### config.mk
export PLATFORM = sky130hd
export DESIGN_NAME = position_sync_gen
export DESIGN_NICKNAME = d
export VERILOG_FILES = /design/src/rtl/position_sync_gen.sv
export SDC_FILE = /design/constraint.sdc
export NUM_CORES = 1
export LEC_CHECK = 0
export CAP_MARGIN = 20
export CELL_PAD_IN_SITES_DETAIL_PLACEMENT = 2
export CELL_PAD_IN_SITES_GLOBAL_PLACEMENT = 2
export CORE_MARGIN = 2
export CORE_UTILIZATION = 39
export CTS_BUF_LIST = sky130_fd_sc_hd__clkbuf_4 sky130_fd_sc_hd__clkbuf_8
export DETAILED_ROUTE_END_ITERATION = 16
export PLACE_DENSITY = 0.89
export SYNTH_ARGS = -nofsm -noshare
export SYNTH_HDL_FRONTEND = slang
export SYNTH_SLANG_ARGS = --single-unit
export TNS_END_PERCENT = 50
### constraint.sdc
create_clock -name clk -period 7.1 [get_ports clk]
set_input_delay 1.42 -clock clk [delete_from_list [all_inputs] [get_ports clk]]
set_output_delay 1.42 -clock clk [all_outputs]
set_load 0.02 [all_outputs]
### src/rtl/position_sync_gen.sv
// position_sync_gen: per-slice position_sync/turn_sync generator fed by fixed-rate, ramped or hall-sensor timing
// Ports: clk, nrst (async active-low reset); mode 0 off / 1 emulate / 2 ramp / 3 external;
// slice_period target cycles per slice; hall_in raw active-low hall sensors (sensor 0 = index);
// position_sync / turn_sync slice and turn start pulses; slice_idx current slice;
// turn_period / period_valid measured cycles per turn; stalled no index edge within counter range.
module position_sync_gen #(
  parameter int SLICES     = 256,
  parameter int NB_SENSORS = 1,
  parameter int PERIOD_W   = 24,
  parameter int DEBOUNCE   = 16,
  parameter int RAMP_START = 4096
) (
  input  logic                      clk,
  input  logic                      nrst,
  input  logic [1:0]                mode,
  input  logic [PERIOD_W-1:0]       slice_period,
  input  logic [NB_SENSORS-1:0]     hall_in,
  output logic                      position_sync,
  output logic                      turn_sync,
  output logic [$clog2(SLICES)-1:0] slice_idx,
  output logic [PERIOD_W-1:0]       turn_period,
  output logic                      period_valid,
  output logic                      stalled
);
  localparam int IW = $clog2(SLICES);
  localparam int DW = $clog2(DEBOUNCE + 1);
  localparam logic [PERIOD_W-1:0] PMAX = '1;
  localparam logic [PERIOD_W-1:0] RS = PERIOD_W'(RAMP_START);
  logic [1:0] mode_q;
  logic [NB_SENSORS-1:0] s1, s2, deb, fall, pend;
  logic [PERIOD_W-1:0] sp1, p1, ramp, p2, p3, tp_sh, p, tmr, tcnt;
  logic [IW-1:0] ev_idx;
  logic ev, wrap, run, seen0, last;
  int k;
  always_ff @(posedge clk or negedge nrst)
    if (!nrst) begin
      s1 <= '1;
      s2 <= '1;
    end else begin
      s1 <= hall_in;
      s2 <= s1;
    end
  // fall fires in the cycle the debounced level is about to drop, so the event is queued without an extra edge-detect stage
  for (genvar i = 0; i < NB_SENSORS; i++) begin : g_deb
    logic [DW-1:0] cnt;
    logic d;
    assign deb[i] = d;
    assign fall[i] = d & ~s2[i] & (cnt == DW'(DEBOUNCE - 1));
    always_ff @(posedge clk or negedge nrst)
      if (!nrst) begin
        cnt <= '0;
        d <= 1'b1;
      end else if (s2[i] == d) cnt <= '0;
      else if (cnt == DW'(DEBOUNCE - 1)) begin
        cnt <= '0;
        d <= s2[i];
      end else cnt <= cnt + 1'b1;
  end
  always_comb begin
    k = 0;
    for (int i = NB_SENSORS - 1; i >= 0; i--) if (pend[i]) k = i;
  end
  assign ev = |pend;
  assign ev_idx = IW'(k * (SLICES / NB_SENSORS));
  assign sp1 = slice_period == '0 ? PERIOD_W'(1) : slice_period;
  assign p2 = sp1 > ramp ? sp1 : ramp;
  assign tp_sh = turn_period >> IW;
  assign p3 = tp_sh == '0 ? PERIOD_W'(1) : tp_sh;
  assign p = mode_q == 2'd1 ? p1 : mode_q == 2'd2 ? p2 : p3;
  assign wrap = tmr >= p - 1'b1;
  assign last = slice_idx == IW'(SLICES - 1);
  assign run = mode_q == 2'd1 || mode_q == 2'd2 || (mode_q == 2'd3 && period_valid);
  always_ff @(posedge clk or negedge nrst)
    if (!nrst) begin
      mode_q <= 2'd0;
      tmr <= '0;
      slice_idx <= '0;
      position_sync <= 1'b0;
      turn_sync <= 1'b0;
      p1 <= PERIOD_W'(1);
      ramp <= RS;
      tcnt <= '0;
      turn_period <= '0;
      period_valid <= 1'b0;
      stalled <= 1'b0;
      seen0 <= 1'b0;
      pend <= '0;
    end else begin
      position_sync <= 1'b0;
      turn_sync <= 1'b0;
      mode_q <= mode;
      if (mode != mode_q) begin
        tmr <= '0;
        slice_idx <= '0;
        p1 <= sp1;
        ramp <= RS;
        tcnt <= '0;
        pend <= '0;
        stalled <= 1'b0;
        seen0 <= 1'b0;
        if (mode == 2'd3) period_valid <= 1'b0;
      end else begin
        if (mode_q == 2'd3) begin
          pend <= (pend & ~(NB_SENSORS'(1) << k)) | fall;
          tcnt <= tcnt == PMAX ? PMAX : tcnt + 1'b1;
          if (tcnt == PMAX) begin
            stalled <= 1'b1;
            period_valid <= 1'b0;
            seen0 <= 1'b0;
          end
        end
        if (mode_q == 2'd3 && ev) begin
          tmr <= '0;
          slice_idx <= ev_idx;
          position_sync <= 1'b1;
          turn_sync <= k == 0;
          // counter restarts at 1 so the next capture equals the cycles between index events
          if (k == 0) begin
            turn_period <= tcnt;
            tcnt <= PERIOD_W'(1);
            stalled <= 1'b0;
            seen0 <= 1'b1;
            period_valid <= seen0 && tcnt != PMAX;
          end
        end else if (run && wrap) begin
          tmr <= '0;
          slice_idx <= slice_idx + 1'b1;
          position_sync <= 1'b1;
          turn_sync <= last;
          p1 <= sp1;
          if (mode_q == 2'd2 && last && ramp > sp1) ramp <= ramp - 1'b1;
        end else if (run) tmr <= tmr + 1'b1;
      end
    end
endmodule

-- Word level (Yosys, flattened, before mapping)
Cells that the tools add are included.
- $add $sub $neg: 6
- $lt $le $gt $ge: 3
- equality and inequality tests: 12
- multiplexer cells: 44
- bitwise operators: 5
- reductions and logical operators: 23
- operators by type and width (cell ; count):
    24-bit two-way mux ; 19
    24-bit by 1-bit adder with 24-bit output (second input constant) ; 2
    24-bit greater-than comparator ; 2
    24-bit logical NOT ; 2
    24-bit by 1-bit subtractor with 24-bit output (second input constant) ; 2
    24-bit == test (second input constant) ; 1
    24-bit >= comparator ; 1
    8-bit two-way mux ; 3
    24-bit != test (second input constant) ; 1
    1-bit two-way mux ; 19
    16-bit two-way mux ; 1
    5-bit two-way mux ; 2
    3-bit nonzero test ; 3
    8-bit by 1-bit adder with 8-bit output (second input constant) ; 1
    8-bit == test (second input constant) ; 1
    2-bit AND reduction ; 4
    2-bit == test (second input constant) ; 3
    1-bit logical AND ; 6
    3-bit AND reduction ; 2
    2-bit nonzero test ; 3
    5-bit by 1-bit adder with 5-bit output (second input constant) ; 1
    5-bit by 4-bit == test with 1-bit output (second input constant) ; 1
    4-bit nonzero test ; 1
    1-bit NOT ; 3
    other kinds (7) ; 9
- flip-flop bits (word level): 144
- input port bits: 29
- output and inout port bits: 36

-- Longest topological paths before layout
Gate-level depths: netlist of the first run.
- depth after elaboration: 12
- mapped depth: 29
- mapped depth without buffers: 26

-- Least setup slack after synthesis of the first run
OpenSTA, ideal clock, no wires.
- path type: input to register
- start: in slice_period[22]
- end: reg p1[19]
- library setup time: 0.125 ns
- arrival time: 7.208 ns
- data required time: 6.975 ns
- setup slack: -0.232 ns
- stages on the path: 22
- path buffers: 2
- cells stage by stage: inv_1 > ha_1 > nand4_1 > or4_1 > a311o_1 > nand3_2 > mux2i_1 > o21ai_0 > or4_1 > or3_1 > or4_4 > xnor2_2 > ha_1 > nand4_1 > nor2_1 > a211oi_1 > o31a_1 > clkbuf_1 > nor2_1 > a21oi_1 > clkbuf_1 > mux2_2
- word-level cells in the longest chain between the ends: 11
- elaborated cells between the ends (all ways): 14
- those cells by class: 1 x add/sub; 2 x order compare; 7 x mux; 4 x reduce/logical
- RTL lines (what ; RTL line ; source):
    start, declared ; 16 ; input logic [PERIOD_W-1:0] slice_period,
    24-bit logical NOT ; 65 ; assign sp1 = slice_period == '0 ? PERIOD_W'(1) : slice_period;
    24-bit two-way mux (*) ; 65 ;
    24-bit greater-than comparator ; 66 ; assign p2 = sp1 > ramp ? sp1 : ramp;
    24-bit two-way mux ; 66 ;
    24-bit two-way mux (2 in a row) ; 69 ; assign p = mode_q == 2'd1 ? p1 : mode_q == 2'd2 ? p2 : p3;
    24-bit by 1-bit subtractor with 24-bit output ; 70 ; assign wrap = tmr >= p - 1'b1;
    24-bit >= comparator ; 70 ;
    1-bit logical AND ; 125 ; end else if (run && wrap) begin
    2-bit nonzero test (no source line) ; -- ;
    2-bit AND reduction (no source line) ; -- ;
    end signal, assigned ; 95 ; p1 <= sp1;
    end signal, assigned ; 130 ; p1 <= sp1;
    end, declared ; 31 ; logic [PERIOD_W-1:0] sp1, p1, ramp, p2, p3, tp_sh, p, tmr, tcnt;
Every way passes the cells marked *; elsewhere a longest branch is shown, timed or not. The select of a mux whose other input is x is not followed.
A chain may end at the register's enable or synchronous reset.

-- Final worst setup path of the first run
- start: in slice_period[12]
- end: reg ramp[22]
- word-level cells in the longest chain between the ends: 11
- elaborated cells between the ends (all ways): 14
- those cells by class: 1 x add/sub; 3 x order compare; 4 x mux; 6 x reduce/logical
- RTL lines (what ; RTL line ; source):
    24-bit logical NOT (*) ; 65 ;
    24-bit two-way mux (*) ; 65 ;
    named net sp1[0] ; 31 ;
    24-bit greater-than comparator ; 66 ;
    24-bit two-way mux ; 66 ;
    24-bit two-way mux (2 in a row) ; 69 ;
    24-bit by 1-bit subtractor with 24-bit output ; 70 ;
    24-bit >= comparator ; 70 ;
    1-bit logical AND ; 125 ;
    2-bit nonzero test (no source line) ; -- ;
    3-bit AND reduction (no source line) (*) ; -- ;
    end signal, assigned ; 131 ; if (mode_q == 2'd2 && last && ramp > sp1) ramp <= ramp - 1'b1;
    end, declared ; 31 ;
Mark *: on every way through the listed nets, which the timed path passes. The rest lies on a longest branch.

==> impl_results.md, run 1 <==
* Status: complete, but fails checks
* Failing checks: negative setup slack
* Fmax at 0.1207 GHz
* Setup CP Type: in2reg
* YS warnings at 0
* Die height at 157.5 um
* Internal power at 1.341 mW
* Switching portion of total power at 0.3602
* Total power at about 2.1 mW
* Wirelength per Cell at 38.92 um
* Reg-to-reg slack, setup at -0.24 ns
* Reg2Reg Depth at 26
* Synth unique cells at 64
* Clk sinks at around 140
* Layout area overhead at 36.13%
* Setup violators final at 82
* Io pins at 65
* Fin Hold WS at 0.3709 ns
* Unrepaired setup endpoints after global routing: true
* # rows at 56
* CP required at 7.44 ns
* Final Wtd Congestion at 0.9501
* Share of the synthesized area in the top cell type at 0.3787
* Max clock buf depth at 2
* Die ar. at roughly 25000 um^2
* Antenna viol nets, final at 0
* Cts bufs inserted at 17
* Register bit total from synthesis at 144
* DP Wirelength at 29030 um
* Final instance area at 12500 um^2
* Relative slew slack at 0.2463
* Synthesized cell area at 9184 um^2
* Critical Path Max Stage Delay at 0.65 ns
* Number of remaining DRC errors at 0
* Clk pin slew, worst setup/hold paths at roughly 0.11 ns
* Placeable Area at 23260 um^2
* Syn Nets at between 1000 and 1500
* Die X-Extent at around 160 um
* Syn Area/Cell at 9.138 um^2
* Reg-to-reg endpoint: ramp[22]$_DFFE_PN0P_
* Largest net degree at the start of global routing at 82
* Synth top area cells: dfrtp_1 38%, ha_1 7.9%, mux2_2 5.9%
* Final Cycle Share at 1.167
* Worst reg2reg path startpoint: ramp[16]$_DFFE_PN0P_
* Worst setup SP type: primary input
* Asr flop ratio synth at 1.000
* Antenna violations before repair at 6
* Crit. Startpoint: slice_period[12]
* Layout net count at 1294
* Vias/cell at 6.955
* Seq/Total Area, Yosys at 0.3931
* Critical path arrival at between 8 and 9 ns
* 1st-iter DRT viols at between 1000 and 1500
* FILL cells at 2361
* Clk_skew at around 0.044 ns
* Final Max Slew Viols at 0
* CP Capture Type: flop
* Layout cells sized above 1 at 0.3123
* First-pass GRT wire length at 75240 um
* Setup_tns at -65.24 ns
* Hold WC Path Type: reg2reg
* Gate Count Post-Synth at 1005
* TritonRoute pass-1 iters at 5
* CP Max Fanout at 11
* GRT Residual Overflow at 0
* Vias in the first global route at approximately 12000
* Maximum vdd drop at 0.0001200 V
* Placed Area at approximately 11000 um^2
* Max capacitance violation total at 0
* Power share of the clock group at 0.371
* Critical Path Most Common Cell: buf_6
* EDFF count, synth at 0
* Net switching power at approximately 0.75 mW
* PwrDens at 167.6 nW/um^2
* Final worst setup slack at -1.184 ns
* Buffers added on ports at between 60 and 70
* Worst-Margin Slew at 1.126 ns
* TritonCTS clock tree: built
* Logic pwr share at 0.216
* Skew-Pair Late Insertion Delay at about 0.56 ns
* Via count at 10710
* Root cell of the clock tree: clkbuf_8
* Sequential share of power at 0.413
* H-tree Lvls at 4
* Slowest-stage cell, CP: nor4_4
* Overall routing resource usage at 0.4187
* Ys flop type: dfrtp_1
* Hold-fix buffers at CTS at 0
* Cell accounting for the most synthesized area: dfrtp_1
* LEAKAGE at 5.499 nW
* Critical path endpoint: ramp[22]$_DFFE_PN0P_
* Initial Utilization at 0.3948
* Routed WL at about 60000 um
* Hold Vio Cnt, Final at 0
* Area of the multi-input gates at 5923 um^2
* Min cycle time layout at 8.284 ns
* Register area at 3610 um^2
[Yosys cell counts, types with 8 or more instances]
cell and instances:
ha_1 58, nor3_1 23, clkbuf_1 38, or3_1 18, nand2_1 71, mux2i_1 22
dfrtp_1 139, xnor2_1 32, a21oi_1 60, nand2b_1 8, and3_1 27, nor2_1 94
o211ai_1 10, nand4_1 19, a21o_1 13, mux2_2 48, a31oi_1 11, o21ai_0 73
or4_1 8, nor4_1 23, inv_1 53, nand3_1 36, xor2_1 24
[cell families after synthesis]
| family | Yosys count | synth area share |
|---|---|---|
| adder cells (fa/ha/maj) | 58 | 0.07902 |
| AO/OA/AOI/OAI | 217 | 0.1443 |
| XOR/XNOR | 57 | 0.05518 |
| multiplexers | 70 | 0.08283 |
| buffers and inverters | 94 | 0.04019 |
| AND/OR/NAND/NOR | 365 | 0.2055 |
| flip-flops | 144 | 0.3931 |
[stage by stage]
| step | util | instances | worst slack [ns] |
|---|---|---|---|
| final | 0.5374 | 1540 | -1.184 |
| after global routing | 0.5373 | 1539 | -1.147 |
| after CTS | 0.5154 | 1519 | 0.003713 |
| after detailed placement | 0.4718 | 1462 | -1.710 |
| after global placement | 0.4718 | 1462 | -0.9943 |
| after floorplan | - | 1005 | 0.005348 |
[critical path: cells and delay by family]
| family | cells | cell delay (ns) |
|---|---|---|
| AND/OR/NAND/NOR | 12 | 3.16 |
| AO/OA/AOI/OAI | 6 | 1.35 |
| buffers and inverters | 8 | 1.32 |
| multiplexers | 1 | 0.61 |
| adder cells (fa/ha/maj) | 2 | 0.59 |
| XOR/XNOR | 1 | 0.15 |
[how the worst min path moves through the flow]
stage | slack [ns] | cells past startpoint | start | endpoint
3_3_place_gp | 0.35 | 0 | s1$_DFF_PN1_ | s2$_DFF_PN1_
4_1_cts | 0.37 | 0 | s1$_DFF_PN1_ | s2$_DFF_PN1_
2_1_floorplan | 0.35 | 0 | s1$_DFF_PN1_ | s2$_DFF_PN1_
6_report | 0.37 | 0 | s1$_DFF_PN1_ | s2$_DFF_PN1_
3_5_place_dp | 0.35 | 0 | s1$_DFF_PN1_ | s2$_DFF_PN1_
5_1_grt | 0.38 | 0 | s1$_DFF_PN1_ | s2$_DFF_PN1_
[placed cells by master (no fill, tap or decap), types with 12 or more instances in the layout]
cell type        netlist  routed
o21ai_0               73      61
a21o_1                13      13
xnor2_1               32      30
nand2_1               71      70
nand4_1               19      19
and3_1                27      25
buf_4                  0     138
ha_1                  58      44
clkdlybuf4s50_1        0      40
buf_6                  2      19
nand3_1               36      33
mux2_2                48      44
mux2i_1               22      18
a21oi_1               60      46
dfrtp_1              139     139
inv_1                 53      47
or3_1                 18      12
nor2_1                94      91
nor3_1                23      20
ha_4                   0      13
clkbuf_8               0      17
xor2_1                24      24
[layer usage]
layer	global-route usage	up-vias	wire length, um
li1	-	4039	-
met1	0.4144	5279	19880
met2	0.7236	898	27740
met3	0.1082	486	5845
met4	0.3684	8	6423
met5	0.01035	-	46
[sequential cells by signal, summed over array words and instances, names as in the netlist]
signal / count
s2: 1
g_deb.cnt: 5
slice_idx: 8
turn_period: 24
period_valid: 1
tmr: 24
tcnt: 24
position_sync: 1
deb: 1
stalled: 1
turn_sync: 1
s1: 1
seen0: 1
mode_q: 2
ramp: 24
ev: 1
p1: 24
[power groups by stage]
stage                     logic [mW]  clock network, mW  registers, mW
final                          0.452              0.777          0.866
after global routing           0.462              0.792          0.866
after CTS                      0.368              0.740          0.858
after detailed placement       0.316                  0          0.872
after global placement         0.291                  0          0.868
after floorplan                0.146                  0          0.865
[cell type report]
class                   count  area share
diodes                      1   0.0002002
clock buffers              18     0.01932
clock inverters            14     0.01351
inverters                  53     0.01611
multi-input cells         767      0.4738
flip-flops and latches    144      0.2887
well taps                 319     0.03193
repair buffers            224      0.1564
[what timing repair did]
action	CTS	global route
resized for setup	144	103
setup buffers	24	21
pin swaps	43	44
cloned	1	0
setup endpoints to repair	82	82
Power figures use the tool's default switching activity.
==> run 2, diff against run 1 <==
--- a/config.mk
+++ b/config.mk
@@ -13,6 +13,7 @@
 export CTS_BUF_LIST = sky130_fd_sc_hd__clkbuf_4 sky130_fd_sc_hd__clkbuf_8
 export DETAILED_ROUTE_END_ITERATION = 16
 export PLACE_DENSITY = 0.89
+export RECOVER_POWER = 100
 export SYNTH_ARGS = -nofsm -noshare
 export SYNTH_HDL_FRONTEND = slang
 export SYNTH_SLANG_ARGS = --single-unit
==> run 2 against run 1 <==
  * The flow finishes with violations (max-capacitance violations, max-slew violations, negative setup slack)
  * Sequential share of layout area about the same
  * Clock-buffer cell count is the same
  * Die area stayed put
  * Largest cell class unchanged
  * Highest routed layer unchanged
==> impl_results.md, run 2 (synthesis results as in run 1) <==
* Worst hold path depth at 0
* CP Capture Type: flop
* Final Wtd Congestion at 0.9501
* Internal power at 1.340 mW
* Max clock buf depth at 2
* Setup_tns at -60.30 ns
* GRT Residual Overflow at 0
* Failing checks: max-capacitance violations, max-slew violations, negative setup slack
* Largest net degree at the start of global routing at 82
* Reg-to-reg endpoint: ramp[22]$_DFFE_PN0P_
* Cells after DPL at 1462
* Die height at 157.5 um
* Clk pin slew, worst setup/hold paths at about 0.11 ns
* Max capacitance violation total at 2
* Sequential share of power at 0.414
* Reg2Reg Depth at 25
* Wirelength per Cell at a little under 40 um
* Die ar. at 24790 um^2
* Cts bufs inserted at 17
* Register area at 3610 um^2
* Power share of the clock group at 0.370
* CP required at between 7 and 8 ns
* Setup violators final at 82
* 1st-iter DRT viols at around 990
* First-pass GRT wire length at about 75000 um
* Worst setup SP type: primary input
* Die X-Extent at 157.5 um
* Overall routing resource usage at 0.4187
* # rows at 56
* Reg-to-reg slack, setup at -0.23 ns
* Layout net count at around 1300
* TritonRoute pass-1 iters at 5
* Area of the multi-input gates at between 5000 and 6000 um^2
* Fmax at between 0.1 and 0.15 GHz
* Worst reg2reg path startpoint: ramp[11]$_DFFE_PN0P_
* Skew-Pair Late Insertion Delay at 0.55 ns
* Final instance area at 12500 um^2
* Setup CP Type: in2reg
* Logic pwr share at 0.216
* Non-filler cells, final at 1542
* Switching portion of total power at 0.3595
* Hold-fix buffers at CTS at 0
* Layout area overhead at 36.08%
* Hold path start: s1$_DFF_PN1_
* Status: complete, but fails checks
* H-tree Lvls at 4
* Vias in the first global route at 11566
* Initial Utilization at 0.3948
* Layout cells sized above 1 at 0.3098
* Clk_skew at roughly 0.039 ns
* Io pins at 65
* Vias/cell at 6.986
* Placeable Area at around 23000 um^2
* Placed Area at approximately 11000 um^2
* Min cycle time layout at 8.223 ns
* Antenna viol nets, final at 0
* Commonest non-fill, non-tap cell in the layout: dfrtp_1
* Via count at 10773
* Final worst setup slack at -1.123 ns
* Worst-Margin Slew at 4.752 ns
* Maximum vdd drop at 0.0001194 V
* FILL cells at about 2400
* Commonest non-fill, non-tap cells in the layout: 139 x dfrtp_1, 137 x buf_4, 91 x nor2_1
* Antenna violations before repair at 6
* Hold Vio Cnt, Final at 0
* Final core occ at 0.5372
* Endpoint, Worst Hold: s2$_DFF_PN1_
* Final Cycle Share at 1.158
* LEAKAGE at 5.602 nW
* CP Max Fanout at 11
* Number of remaining DRC errors at 0
* Crit. Startpoint: slice_period[3]
* Buffers added on ports at 64
* Clk sinks at 144
* Net switching power at approximately 0.75 mW
* PwrDens at 167.4 nW/um^2
* Hold WC Path Type: reg2reg
* Root cell of the clock tree: clkbuf_8
* Unrepaired setup endpoints after global routing: true
* Critical path arrival at 8.57 ns
* TritonCTS clock tree: built
* Worst slack at placement at -1.710 ns
* Routed WL at around 60000 um
* Final Max Slew Viols at 147
* Relative slew slack at -2.168
* DP Wirelength at 29030 um
-- run 2: layout make-up --
cell class / instances / area share
Multi-Input combinational cell: 767 / 0.4740
Sequential cell: 144 / 0.2888
Timing Repair Buffer: 224 / 0.1557
Tap cell: 319 / 0.03194
Clock buffer: 18 / 0.01932
Inverter: 53 / 0.01612
Clock inverter: 14 / 0.01352
Antenna cell: 3 / 0.0006007
-- run 2: worst max-delay path by stage --
stage	cells past startpoint	slack (ns)	to
2_1_floorplan	22	0.005	p1[19]$_DFFE_PN0P_
3_3_place_gp	27	-0.99	ramp[10]$_DFFE_PN0P_
3_5_place_dp	27	-1.71	ramp[10]$_DFFE_PN0P_
4_1_cts	28	0.004	ramp[10]$_DFFE_PN0P_
5_1_grt	31	-1.15	ramp[22]$_DFFE_PN0P_
6_report	27	-1.12	ramp[22]$_DFFE_PN0P_
-- run 2: layer usage --
layer  global-route usage  share of wire  vias to the layer above
met5              0.01035        0.00057                        -
met4               0.3684           0.11                        6
met3               0.1082          0.097                      487
met2               0.7236           0.46                      909
met1               0.4144           0.33                     5333
li1                     -              -                     4038
-- run 2: power by group through the flow --
| stage | combinational [mW] | sequential, mW | clock, mW |
|---|---|---|---|
| global route | 0.461 | 0.866 | 0.792 |
| detailed placement | 0.316 | 0.872 | 0 |
| finish | 0.451 | 0.866 | 0.774 |
| floorplan | 0.146 | 0.865 | 0 |
| CTS | 0.368 | 0.858 | 0.740 |
| global placement | 0.291 | 0.868 | 0 |
-- run 2: per-stage QoR --
stage / power, mW / hold WS [ns]
CTS: 1.966 / 0.3665
global route: 2.119 / 0.3814
detailed placement: 1.189 / 0.3518
global placement: 1.160 / 0.3454
floorplan: 1.011 / 0.3452
finish: 2.092 / 0.3780
-- run 2: critical path: stages --
cell           delay (ns)
dlygate4sd2_1        0.48
inv_1                0.31
ha_1                 0.41
a21o_1               0.18
a221oi_1             0.33
a311o_1              0.38
nand3_4              0.16
buf_6                0.15
or3_1                0.60
o311ai_4             0.23
and2_4               0.24
nand3_4              0.13
buf_6                0.16
nor4_4               0.36
xnor2_2              0.15
ha_1                 0.36
nand3_2              0.12
buf_4                0.18
nor4_2               0.32
a21oi_2              0.12
o31a_1               0.40
buf_4                0.17
buf_6                0.11
nor2_4               0.12
buf_6                0.20
nand3_1              0.15
mux2i_1              0.60
-- run 2: what timing repair did --
action                                  in CTS  in global routing
endpoints found under the setup margin      82                 82
pin swaps                                   43                 44
gates resized for setup                    144                103
setup buffers                               24                 21
cloned                                       1                  0
==> run 3, diff against run 2 <==
--- a/config.mk
+++ b/config.mk
@@ -8,11 +8,10 @@
 export CAP_MARGIN = 20
 export CELL_PAD_IN_SITES_DETAIL_PLACEMENT = 2
 export CELL_PAD_IN_SITES_GLOBAL_PLACEMENT = 2
-export CORE_MARGIN = 2
-export CORE_UTILIZATION = 39
+export CORE_UTILIZATION = 29
 export CTS_BUF_LIST = sky130_fd_sc_hd__clkbuf_4 sky130_fd_sc_hd__clkbuf_8
 export DETAILED_ROUTE_END_ITERATION = 16
-export PLACE_DENSITY = 0.89
+export PLACE_DENSITY = 0.71
 export RECOVER_POWER = 100
 export SYNTH_ARGS = -nofsm -noshare
 export SYNTH_HDL_FRONTEND = slang
==> run 3 against run 2 <==
  * The run ends with design-rule violations, max-capacitance violations, max-slew violations left
  * Global-route usage is 20 points lower
  * Non-clock buffer count is 7 lower
  * Register-to-register slack better by 0.96 ns
  * First-iteration DRC count is 52% lower
  * Hold slack worse by 0.012 ns
  * Worst setup slack better by 1.2 ns
  * Total power is 6.2% lower
  * Via count is 19% lower
  * Largest power group unchanged
==> impl_results.md, run 3 (synthesis results as in run 1) <==
* Status: complete, but fails checks
* Failing checks: design-rule violations, max-capacitance violations, max-slew violations
* Setup violators final at 0
* Routed WL at 36440 um
* Fmax at 0.1415 GHz
* Endpoint, Worst Hold: s2$_DFF_PN1_
* Final Wtd Congestion at 0.8636
* Setup CP Type: in2reg
* CP Max Fanout at 4
* Reg2Reg Depth at 22
* Unrepaired setup endpoints after global routing: true
* Reg-to-reg slack, setup at 0.73 ns
* Reg-to-reg endpoint: ramp[10]$_DFFE_PN0P_
* CP Capture Type: flop
* Hold Vio Cnt, Final at 0
* Final instance area at between 10000 and 15000 um^2
* Root cell of the clock tree: clkbuf_8
* Antenna viol nets, final at 0
* Die ar. at 32380 um^2
* Number of remaining DRC errors at 3
* Final Max Slew Viols at 88
* Setup_tns at 0 ns
* Initial Utilization at 0.2971
* GRT Residual Overflow at 0
* 1st-iter DRT viols at 472
* First-pass GRT wire length at approximately 56000 um
* Clk pin slew, worst setup/hold paths at around 0.090 ns
* Placeable Area at 30910 um^2
* Skew-Pair Late Insertion Delay at 0.50 ns
* Ant. Diodes at 0
* Worst reg2reg path startpoint: ramp[19]$_DFFE_PN0P_
* Overall routing resource usage at 0.2217
* Fin Hold WS at between 0.3 and 0.4 ns
* Layout cells sized above 1 at 0.2737
* Layout area overhead at 32.98%
* Via count at 8763
* Hold WC Path Type: reg2reg
* Maximum vdd drop at approximately 0.00010 V
* Vias/cell at 5.446
* Largest net degree at the start of global routing at 88
* Commonest non-fill, non-tap cell in the layout: dfrtp_1
* Vias in the first global route at 9646
* Worst path top cell family by delay: simple AND/OR/NAND/NOR gates
* Clk_skew at between 0.02 and 0.03 ns
* TritonCTS clock tree: built
* # rows at 64
* Antenna violations before repair at 3
* Hold-fix buffers at CTS at 0
* Worst setup SP type: primary input
* Clk sinks at 144
* CP required at 7.52 ns
* FILL cells at 3346
* Slowest-stage cell, CP: or4_4
* CP Buf/Inv Count at 5
* Critical Path Max Stage Delay at 0.57 ns
* Max capacitance violation total at 1
* Critical path arrival at 7.48 ns
* Hold path start: s1$_DFF_PN1_
* Total power at about 2.0 mW
* Wirelength per Cell at 22.65 um
* LEAKAGE at 5.588 nW
* Final Cycle Share at 0.9950
* Io pins at 65
* DP Wirelength at 25510 um
* Max clock buf depth at 2
* Worst hold path depth at 0
* Die height at 180.0 um
* Die X-Extent at 180.0 um
* PwrDens at 160.7 nW/um^2
* Commonest non-fill, non-tap cells in the layout: 139 x dfrtp_1, 137 x buf_4, 90 x nor2_1
* Min cycle time layout at 7.065 ns
* Relative slew slack at -2.320
* Cts bufs inserted at 17
* TritonRoute pass-1 iters at 10
* Buffers added on ports at between 60 and 70
* Placed Area at ~11000 um^2
* Worst-Margin Slew at around 5.0 ns
* H-tree Lvls at 4
* Layout net count at 1287
-- run 3: cell count changes in the layout (fill, tap and decap cells not counted), moves of 5 or more --
| cell | delta |
|---|---|
| buf_2 | -7 |
| a21oi_1 | +8 |
| ha_1 | +8 |
| ha_4 | -9 |
| clkdlybuf4s50_1 | -6 |
| clkbuf_2 | +10 |
| buf_6 | -9 |
| dlygate4sd3_1 | +6 |
| inv_1 | +5 |
-- run 3: layout make-up --
type                            instances  area (um^2)  area share
Timing Repair Buffer                  217         1861      0.1523
Clock inverter                         13        177.7     0.01455
Inverter                               53        198.9     0.01629
Clock buffer                           19        255.2     0.02090
Sequential cell                       144         3610      0.2956
Multi-Input combinational cell        767         5615      0.4598
Tap cell                              396        495.5     0.04057
-- run 3: layer usage --
layer / up-vias / wire (um) / track usage
met1: 4522 / 15670 / 0.2748
met2: 144 / 18680 / 0.3885
met4: 6 / 933 / 0.07552
met3: 68 / 1121 / 0.03626
met5: - / 43 / 0
li1: 4023 / - / -
-- run 3: worst max path at each step --
stage                startpoint                    to  slack (ns)  cells after the start
6_report       slice_period[18]  ramp[10]$_DFFE_PN0P_        0.04                     27
5_1_grt        slice_period[18]  ramp[10]$_DFFE_PN0P_       -0.14                     28
4_1_cts         slice_period[1]  ramp[10]$_DFFE_PN0P_       0.004                     25
3_5_place_dp   slice_period[19]     p1[5]$_DFFE_PN0P_       -0.97                     27
3_3_place_gp   slice_period[15]     p1[6]$_DFFE_PN0P_       -0.82                     27
2_1_floorplan  slice_period[22]    p1[19]$_DFFE_PN0P_       0.005                     22
-- run 3: worst register-to-register path: cells and delay by family, from the launching register on --
kind	cells	cell delay (ns)
and+or+nand+nor	10	3.62
AOI/OAI and AO/OA	5	0.84
adders and majority gates	2	0.66
DFF	1	0.48
buffers and inverters	3	0.35
muxes	1	0.19
xor gates and xnor gates	1	0.16
-- run 3: per-stage QoR --
stage          std cells  utilization  setup slack (ns)
2_1_floorplan       1005            -          0.005348
3_3_place_gp        1547       0.3601           -0.8184
3_5_place_dp        1548       0.3610           -0.9736
4_1_cts             1596       0.3852          0.004285
6_report            1609       0.3951           0.03523
5_1_grt             1609       0.3951           -0.1441
-- run 3: timing repair --
item,CTS,global route
resized for setup,60,92
gates cloned,1,0
setup endpoints to repair,79,79
pin swaps,36,41
buffers inserted,16,15
-- run 3: where the power goes --
part,internal (mW),switching (mW)
clock,0.369,0.376
combinational,0.156,0.207
sequential,0.840,0.0139
